===== src/rtl/f_pc_unit_pkg.sv =====
`default_nettype none
// ============================================================================
//  Module   : f_pc_unit_pkg
//  Purpose  : Shared constants and types for the fetch-stage PC unit.
//             Reset vector, exception entry vector, instruction-memory
//             window and F-stage exception codes.
//  Revision : 1.0 - initial release
// ============================================================================
package f_pc_unit_pkg;

    localparam logic [31:0] PC_RESET  = 32'h0000_3000;
    localparam logic [31:0] EXC_ENTRY = 32'h0000_4180;
    localparam logic [31:0] IM_BASE   = 32'h0000_3000;
    localparam logic [31:0] IM_END    = 32'h0000_6FFF;

    localparam logic [4:0]  EXC_NONE  = 5'd0;
    localparam logic [4:0]  EXC_ADEL  = 5'd4;

    localparam logic [31:0] PC_STEP   = 32'd4;

    // Source selected for the next value of the PC register
    typedef enum logic [2:0] {
        NPC_EXC  = 3'd0,
        NPC_HOLD = 3'd1,
        NPC_ERET = 3'd2,
        NPC_JUMP = 3'd3,
        NPC_SEQ  = 3'd4
    } npc_sel_e;

endpackage : f_pc_unit_pkg
`default_nettype wire


===== src/rtl/f_pc_unit_if.sv =====
`default_nettype none
// ============================================================================
//  Interface : f_pc_unit_if
//  Purpose   : Bundles the fetch PC unit's control inputs, instruction
//              memory port and F/D register outputs.
//  Modports  : slave  - the PC unit itself
//              master - the surrounding pipeline / memory
//  Revision  : 1.0 - initial release
// ============================================================================
interface f_pc_unit_if;

    logic        req;
    logic        F_en;
    logic        D_jump;
    logic [31:0] D_target;
    logic        D_is_bj;
    logic        D_eret;
    logic [31:0] EPC;
    logic [31:0] i_inst_rdata;
    logic [31:0] i_inst_addr;
    logic [31:0] instr_F;
    logic [31:0] PC_F;
    logic [4:0]  F_excCode;
    logic        bd_F;

    modport slave (
        input  req, F_en, D_jump, D_target, D_is_bj, D_eret, EPC, i_inst_rdata,
        output i_inst_addr, instr_F, PC_F, F_excCode, bd_F
    );

    modport master (
        output req, F_en, D_jump, D_target, D_is_bj, D_eret, EPC, i_inst_rdata,
        input  i_inst_addr, instr_F, PC_F, F_excCode, bd_F
    );

endinterface : f_pc_unit_if
`default_nettype wire


===== src/rtl/f_exc_check.sv =====
`default_nettype none
// ============================================================================
//  Module   : f_exc_check
//  Purpose  : Combinational fetch-address check. Flags AdEL on a misaligned
//             fetch PC and, when F_PC_RANGE_CHECK_EN is defined, on a PC
//             outside the instruction-memory window.
//  Ports    : PC_F      in  32  effective fetch PC
//             F_excCode out  5  EXC_NONE or EXC_ADEL
//  Macro    : F_PC_RANGE_CHECK_EN - enable the address-window check
//  Revision : 1.0 - initial release
// ============================================================================
module f_exc_check
    import f_pc_unit_pkg::*;
(
    input  wire logic [31:0] PC_F,
    output logic      [4:0]  F_excCode
);

    logic w_misaligned;
    logic w_out_of_range;

    assign w_misaligned = |PC_F[1:0];

`ifdef F_PC_RANGE_CHECK_EN
    assign w_out_of_range = (PC_F < IM_BASE) || (PC_F > IM_END);
`else
    // Upper address bits are irrelevant when only alignment is checked
    logic w_unused_hi;
    assign w_unused_hi    = ^PC_F[31:2];
    assign w_out_of_range = 1'b0;
`endif

    assign F_excCode = (w_misaligned || w_out_of_range) ? EXC_ADEL : EXC_NONE;

endmodule : f_exc_check
`default_nettype wire


===== src/rtl/f_pc_unit.sv =====
`default_nettype none
// ============================================================================
//  Module   : f_pc_unit
//  Purpose  : Fetch-stage program counter. Holds the fetch PC, chooses the
//             next PC (sequential, branch/jump, ERET return, exception
//             entry) and presents the fetched word, PC, exception code and
//             branch-delay flag to the F/D register.
//  Ports    : clk   in  system clock
//             reset in  synchronous active-high reset
//             bus   f_pc_unit_if.slave (control inputs, imem port, F outputs)
//  Macro    : F_PC_RANGE_CHECK_EN - adds address-window check to AdEL
//  Revision : 1.0 - initial release
// ============================================================================
module f_pc_unit
    import f_pc_unit_pkg::*;
(
    input  wire logic   clk,
    input  wire logic   reset,
    f_pc_unit_if.slave  bus
);

    logic [31:0] r_pc_reg;
    logic [31:0] w_pc_f;
    logic [4:0]  w_exc_code;
    npc_sel_e    w_npc_sel;

    // ERET has no delay slot: the return address is fetched in the same
    // cycle the ERET sits in D, without waiting for the register update.
    assign w_pc_f = bus.D_eret ? bus.EPC : r_pc_reg;

    // Next-PC source. An exception request overrides the stall so the
    // handler is entered even while the pipeline is frozen.
    always_comb begin
        w_npc_sel = NPC_SEQ;
        if (bus.req) begin
            w_npc_sel = NPC_EXC;
        end else if (!bus.F_en) begin
            w_npc_sel = NPC_HOLD;
        end else if (bus.D_eret) begin
            w_npc_sel = NPC_ERET;
        end else if (bus.D_jump) begin
            w_npc_sel = NPC_JUMP;
        end else begin
            w_npc_sel = NPC_SEQ;
        end
    end

    always_ff @(posedge clk) begin
        if (reset) begin
            r_pc_reg <= PC_RESET;
        end else begin
            case (w_npc_sel)
                NPC_EXC:  r_pc_reg <= EXC_ENTRY;
                NPC_HOLD: r_pc_reg <= r_pc_reg;
                NPC_ERET: r_pc_reg <= bus.EPC + PC_STEP;
                NPC_JUMP: r_pc_reg <= bus.D_target;
                default:  r_pc_reg <= w_pc_f + PC_STEP;
            endcase
        end
    end

    f_exc_check u_exc_check (
        .PC_F      (w_pc_f),
        .F_excCode (w_exc_code)
    );

    assign bus.PC_F        = w_pc_f;
    assign bus.i_inst_addr = w_pc_f;
    assign bus.F_excCode   = w_exc_code;
    // A faulting fetch must not let the memory word reach decode
    assign bus.instr_F     = (w_exc_code != EXC_NONE) ? 32'h0 : bus.i_inst_rdata;
    // The instruction after ERET is not a delay slot
    assign bus.bd_F        = bus.D_is_bj & ~bus.D_eret;

endmodule : f_pc_unit
`default_nettype wire

===== src/flat_wrapper.sv =====
// flat-port wrapper written by rule: the top's interface ports become plain ports
module f_pc_unit_flat import f_pc_unit_pkg::*;
  (clk, reset, bus_req, bus_F_en, bus_D_jump, bus_D_target, bus_D_is_bj, bus_D_eret, bus_EPC, bus_i_inst_rdata, bus_i_inst_addr, bus_instr_F, bus_PC_F, bus_F_excCode, bus_bd_F);
  f_pc_unit_if bus_i ();
  input  wire logic clk;
  input  wire logic reset;
  input wire logic [$bits(bus_i.req)-1:0] bus_req;
  input wire logic [$bits(bus_i.F_en)-1:0] bus_F_en;
  input wire logic [$bits(bus_i.D_jump)-1:0] bus_D_jump;
  input wire logic [$bits(bus_i.D_target)-1:0] bus_D_target;
  input wire logic [$bits(bus_i.D_is_bj)-1:0] bus_D_is_bj;
  input wire logic [$bits(bus_i.D_eret)-1:0] bus_D_eret;
  input wire logic [$bits(bus_i.EPC)-1:0] bus_EPC;
  input wire logic [$bits(bus_i.i_inst_rdata)-1:0] bus_i_inst_rdata;
  output wire logic [$bits(bus_i.i_inst_addr)-1:0] bus_i_inst_addr;
  output wire logic [$bits(bus_i.instr_F)-1:0] bus_instr_F;
  output wire logic [$bits(bus_i.PC_F)-1:0] bus_PC_F;
  output wire logic [$bits(bus_i.F_excCode)-1:0] bus_F_excCode;
  output wire logic [$bits(bus_i.bd_F)-1:0] bus_bd_F;
  assign bus_i.req = bus_req;
  assign bus_i.F_en = bus_F_en;
  assign bus_i.D_jump = bus_D_jump;
  assign bus_i.D_target = bus_D_target;
  assign bus_i.D_is_bj = bus_D_is_bj;
  assign bus_i.D_eret = bus_D_eret;
  assign bus_i.EPC = bus_EPC;
  assign bus_i.i_inst_rdata = bus_i_inst_rdata;
  assign bus_i_inst_addr = bus_i.i_inst_addr;
  assign bus_instr_F = bus_i.instr_F;
  assign bus_PC_F = bus_i.PC_F;
  assign bus_F_excCode = bus_i.F_excCode;
  assign bus_bd_F = bus_i.bd_F;
  f_pc_unit u_core (.clk(clk), .reset(reset), .bus(bus_i));
endmodule

===== config.mk =====
export PLATFORM = sky130hd
export DESIGN_NAME = f_pc_unit_flat
export DESIGN_NICKNAME = d
export VERILOG_FILES = /design/src/rtl/f_pc_unit_pkg.sv /design/src/rtl/f_pc_unit_if.sv /design/src/rtl/f_exc_check.sv /design/src/rtl/f_pc_unit.sv /design/src/flat_wrapper.sv
export SDC_FILE = /design/constraint.sdc
export NUM_CORES = 1
export LEC_CHECK = 0
export CORE_ASPECT_RATIO = 1.75
export CORE_MARGIN = 2
export CORE_UTILIZATION = 41
export DETAILED_ROUTE_END_ITERATION = 10
export PLACE_DENSITY = 0.95
export SYNTH_ARGS = -nofsm -noshare
export SYNTH_HDL_FRONTEND = slang
export SYNTH_HIERARCHICAL = 1
export SYNTH_SLANG_ARGS = --single-unit

===== constraint.sdc =====
create_clock -name clk -period 7.6 [get_ports clk]
set_input_delay 1.52 -clock clk [delete_from_list [all_inputs] [get_ports clk]]
set_output_delay 1.52 -clock clk [all_outputs]
set_load 0.01 [all_outputs]

Word level (Yosys, flattened, before mapping):

Cells that the tools add are included.
Widths: inputs -> output; s select.

* reductions and logical operators: 3
* muxes and demuxes: 8
* bitwise gates (word level): 2
* add/sub/neg operators: 2
* equal/unequal tests: 3

Operator list (count)
* $pmux 32 s4: 1
* $add 32x3->32 const B: 2
* $mux 32: 2
* $mux 3: 5
* $eq 3x2->1 const B: 2
* $reduce_bool 5->1: 1
* $eq 3x1->1 const B: 1
* $logic_not 3->1: 1
* $reduce_or 2->1: 1
* $and 1x1->1: 1
* $not 1->1: 1

* logic and storage cells: 19
* register bits after elaboration: 32
* output and inout bits: 102
* bits of input ports: 103

Depth between registers and ports, before layout:

* word-level depth: 6
* gate-level depth with buffers: 13
* gate-level depth less buffers: 9

Modules after synthesis:

Netlist, hierarchy kept.

By module, submodules not included
* f_pc_unit: sequential area each 640.6 um2, times used 1, area each 3186.8 um2, cells each 398
* f_exc_check: sequential area each 0.0 um2, times used 1, area each 47.5 um2, cells each 7

Worst setup path before layout:

No wires, ideal clock.

* path type: in2out
* start point: in bus_D_eret
* end point: out bus_instr_F[10]
* slack: 2101 ps
* required time: 6080 ps
* stages: 13
* arrival time: 3979 ps
* path buffers: 7
* path through: buf_6 -> buf_12 -> buf_6 -> buf_4 -> buf_2 -> nand2_1 -> o21ai_0 -> or2_1 -> buf_4 -> or4_1 -> nor2_1 -> clkbuf_1 -> and2_1

* longest elaborated chain between the ends: 5

Ends and longest elaborated chain
* start: declaration: RTL line flat_wrapper.sv:12 `input wire logic [$bits(bus_i.D_eret)-1:0] bus_D_eret;`
* $mux 32: RTL line f_pc_unit.sv:29 `assign w_pc_f = bus.D_eret ? bus.EPC : r_pc_reg;`
* via bus_PC_F[1]: RTL line flat_wrapper.sv:17 `output wire logic [$bits(bus_i.PC_F)-1:0] bus_PC_F;`
* $reduce_or 2->1: RTL line f_exc_check.sv:22 `assign w_misaligned = |PC_F[1:0];`
* via u_core.u_exc_check.w_misaligned: RTL line f_exc_check.sv:19 `logic w_misaligned;`
* $mux 3: RTL line f_exc_check.sv:33 `assign F_excCode = (w_misaligned || w_out_of_range) ? EXC_ADEL : EXC_NONE;`
* via bus_F_excCode[2]: RTL line flat_wrapper.sv:18 `output wire logic [$bits(bus_i.F_excCode)-1:0] bus_F_excCode;`
* $reduce_bool 5->1: RTL line f_pc_unit.sv:71 `assign bus.instr_F = (w_exc_code != EXC_NONE) ? 32'h0 : bus.i_inst_rdata;`
* $mux 32: RTL line f_pc_unit.sv:71
* end: declaration: RTL line flat_wrapper.sv:16 `output wire logic [$bits(bus_i.instr_F)-1:0] bus_instr_F;`

The timed path passes the listed nets, and every way through them passes these cells.

Worst setup path after layout:

* start point: in bus_EPC[1]
* end point: out bus_instr_F[6]

* longest elaborated chain between the ends: 5

Ends and longest elaborated chain
* start: declaration: RTL line flat_wrapper.sv:13 `input wire logic [$bits(bus_i.EPC)-1:0] bus_EPC;`
* $mux 32: RTL line f_pc_unit.sv:29
* $reduce_or 2->1: RTL line f_exc_check.sv:22
* $mux 3: RTL line f_exc_check.sv:33
* $reduce_bool 5->1: RTL line f_pc_unit.sv:71
* $mux 32: RTL line f_pc_unit.sv:71

Every way passes these cells.

==> out/results.ini <==
[outcome]
status=completed

[power]
p_comb_share_pct=36.7
worst_ir_drop_vdd_mv=0.0839
p_clk_share_pct=34.7
switchingPower_mw=0.185
power_density_nw_per_um2=129
power.internal_mw=0.467
total_power_mw=0.653
p_seq_share_pct=28.6
leakagePower_nw=1.95
swShare_pct=28.4

[route]
drt_wl_total_mm=11.8
drtIter0Drc=253
first_pass_iters=5
remaining_drc_errors=0
avgViaCountPerCell=5.65
via_count=3634
postRouteAntennaNets=0
detail_route.wl_per_cell_um=18.4

[sta]
slew_headroom_pct=16.7
fmax_ghz=0.165
tns_ns=0
final_max_slew_viol_count=0
skew_ns=0.00800
worst_pin_slew_ns=1.25
setup_viol=0
rsz0062_at_grt=false
final_hold_viol_count=0
fin_crit_ns=6.06
finalCritPeriodShare_pct=79.8

[critical_path]
cp_slowest_stage_delay_ns=0.71
r2r_setup_slack_ns=5.11
crit_family=simple AND/OR/NAND/NOR gates
r2r-end=u_core/r_pc_reg[24]
required_ns=6.08
cp_cell_sequence=clkdlybuf4s50_1 -> nand2_1 -> o21ai_0 -> or2_1 -> or4_1 -> nor2_2 -> and2_1 -> clkdlybuf4s50_1
cp_data_arrival_time_ns=4.54
worstSetupPathType=in -> out
crit_path_top_delay_cell=nor2_2
critPathCapture=bus_instr_F[6]
crit_start=bus_EPC[1]
cp_num_buf_inv=2
cp_max_fo=32
r2r_cells=9
cp_common_cell=clkdlybuf4s50_1
r2r_start=u_core/r_pc_reg[2]
worst-path-stages=8
cp-start-kind=input pin
cp-end-kind=output pin

[final_layout]
nets=658
n_antenna_cell=0
final_common_cell=clkdlybuf4s50_1
post_route_cells_drive_above_1_share_pct=10.5
nFillCells=641
area_delta_synth_final_pct=56.5
final_cell_mix=clkdlybuf4s50_1 (199), and2_1 (33), dfxtp_1 (32)
fin_util_pct=66.4
largest_register_ffs=32

[synth]
ys_seq_elements=32
synth-main-ff-cell=dfxtp_1
synthCells=405
async_reset_ff_share_pct=0
yosys_warnings=6
yosysUniqueCellTypes=64
yosys.area.top_type=dfxtp_1
synth_area_um2=3230
synth-edff-count=0
synthTopCellsByArea=dfxtp_1 (20%), buf_4 (8.8%), mux2_2 (6.6%), and2_1 (6.4%), xnor2_1 (3.5%)
ys_seq_area_share_pct=19.8
avgSynthCellArea_um2=7.99
synth_top_cell_area_share_pct=19.8

[global_route]
grt_pass1_wl_mm=18.3
track_usage_pct=26.3
antenna_found_initial=0
grt_max_degree=51
overflow=0
grt_pass1_vias=3661

[clocking]
cts_tree=yes
post_cts_buffers=0
cts_sinks=32
cts-root-buf=clkbuf_16
cts.repair.resized=0
clkTransAtPathRegs_ns=0.06
clk_latency_ns=0.28
hold_buffers=0
numCtsBuffers=5
clock_path_buffers=2
h-tree-depth=2

[placed_design]
place.gp.congestion=0.953
dp_hpwl_mm=9.03
port_buffers=200

[floorplan]
die_x_um=71.1
start_util_pct=42.4
core_area_um2=7620
die_h_um=121
std_cell_rows=42
ios=205
dieArea_um2=8640

[flow_run]
drv_cap=0

[hold_path]
hold_class=reg -> reg

==> worst reg2reg max path, delay by kind of cell, from the launching register on <==
family,cells,cell delay [ns]
compound gates,3,0.93
simple gates,2,0.60
flops,1,0.34
fa+ha+maj,1,0.21
buf+inv,2,0.19
mux,1,0.14
==> final cells by class <==
cell class / count / area (um^2) / share of cell area, %
inverters: 16 / 60.1 / 1.19
flip-flops and latches: 32 / 641 / 12.7
repair buffers: 203 / 2020 / 39.9
clock inverters: 2 / 35.0 / 0.692
clock buffers: 6 / 129 / 2.55
well taps: 88 / 110 / 2.17
multi-input cells: 296 / 2070 / 40.9
==> logic make-up after synthesis <==
group,synth area share [%]
and+or+nand+nor,25.9
AOI/OAI and AO/OA,21.2
buffers and inverters,16.8
DFF,19.8
muxes,10.7
xor gates and xnor gates,5.15
adders and majority gates,0.387
other,0.116
==> worst min-delay path by stage <==
stage                     endpoint  slack, ns                 from  cells past startpoint
5_1_grt        u_core/r_pc_reg[12]       0.53  u_core/r_pc_reg[12]                      2
3_5_place_dp    u_core/r_pc_reg[5]       0.50   u_core/r_pc_reg[5]                      2
2_1_floorplan   u_core/r_pc_reg[0]       0.48   u_core/r_pc_reg[0]                      2
6_report       u_core/r_pc_reg[12]       0.51  u_core/r_pc_reg[12]                      2
3_3_place_gp    u_core/r_pc_reg[1]       0.49   u_core/r_pc_reg[1]                      2
4_1_cts         u_core/r_pc_reg[5]       0.51   u_core/r_pc_reg[5]                      2
==> layer usage <==
metal,vias up,track usage (%),routed length [um]
met5,-,0,0
met4,0,11.0,335
met3,28,3.24,724
met2,189,47.6,6280
met1,1721,30.4,4510
li1,1696,-,-
==> Yosys cell counts (9+ instances only) <==
master and count:
a21oi_1 21, a221oi_1 10, and2_1 33, buf_4 38, buf_6 9, clkbuf_1 9
dfxtp_1 32, inv_1 16, mux2_2 19, nand2_1 22, nand3_1 18, nand4_1 10
nor2_1 29, nor3_1 13, o21ai_0 15, xnor2_1 13
==> power by group through the flow <==
stage	Clock [mW]	Sequential [mW]	Combinational [mW]
after floorplan	0	0.188	0.129
after global placement	0	0.189	0.232
after detailed placement	0	0.190	0.237
after CTS	0.228	0.186	0.239
after global routing	0.234	0.188	0.255
final	0.227	0.187	0.240
==> per-stage QoR <==
stage          setup slack (ns)  instances  area, um^2  hold slack (ns)
2_1_floorplan              2.10        408        3250            0.478
3_3_place_gp               1.49        635        4900            0.489
3_5_place_dp               1.15        635        4900            0.500
4_1_cts                    1.15        643        5060            0.508
5_1_grt                    1.32        643        5060            0.532
6_report                   1.54        643        5060            0.510
No activity file was read; power rests on OpenSTA's default activity.
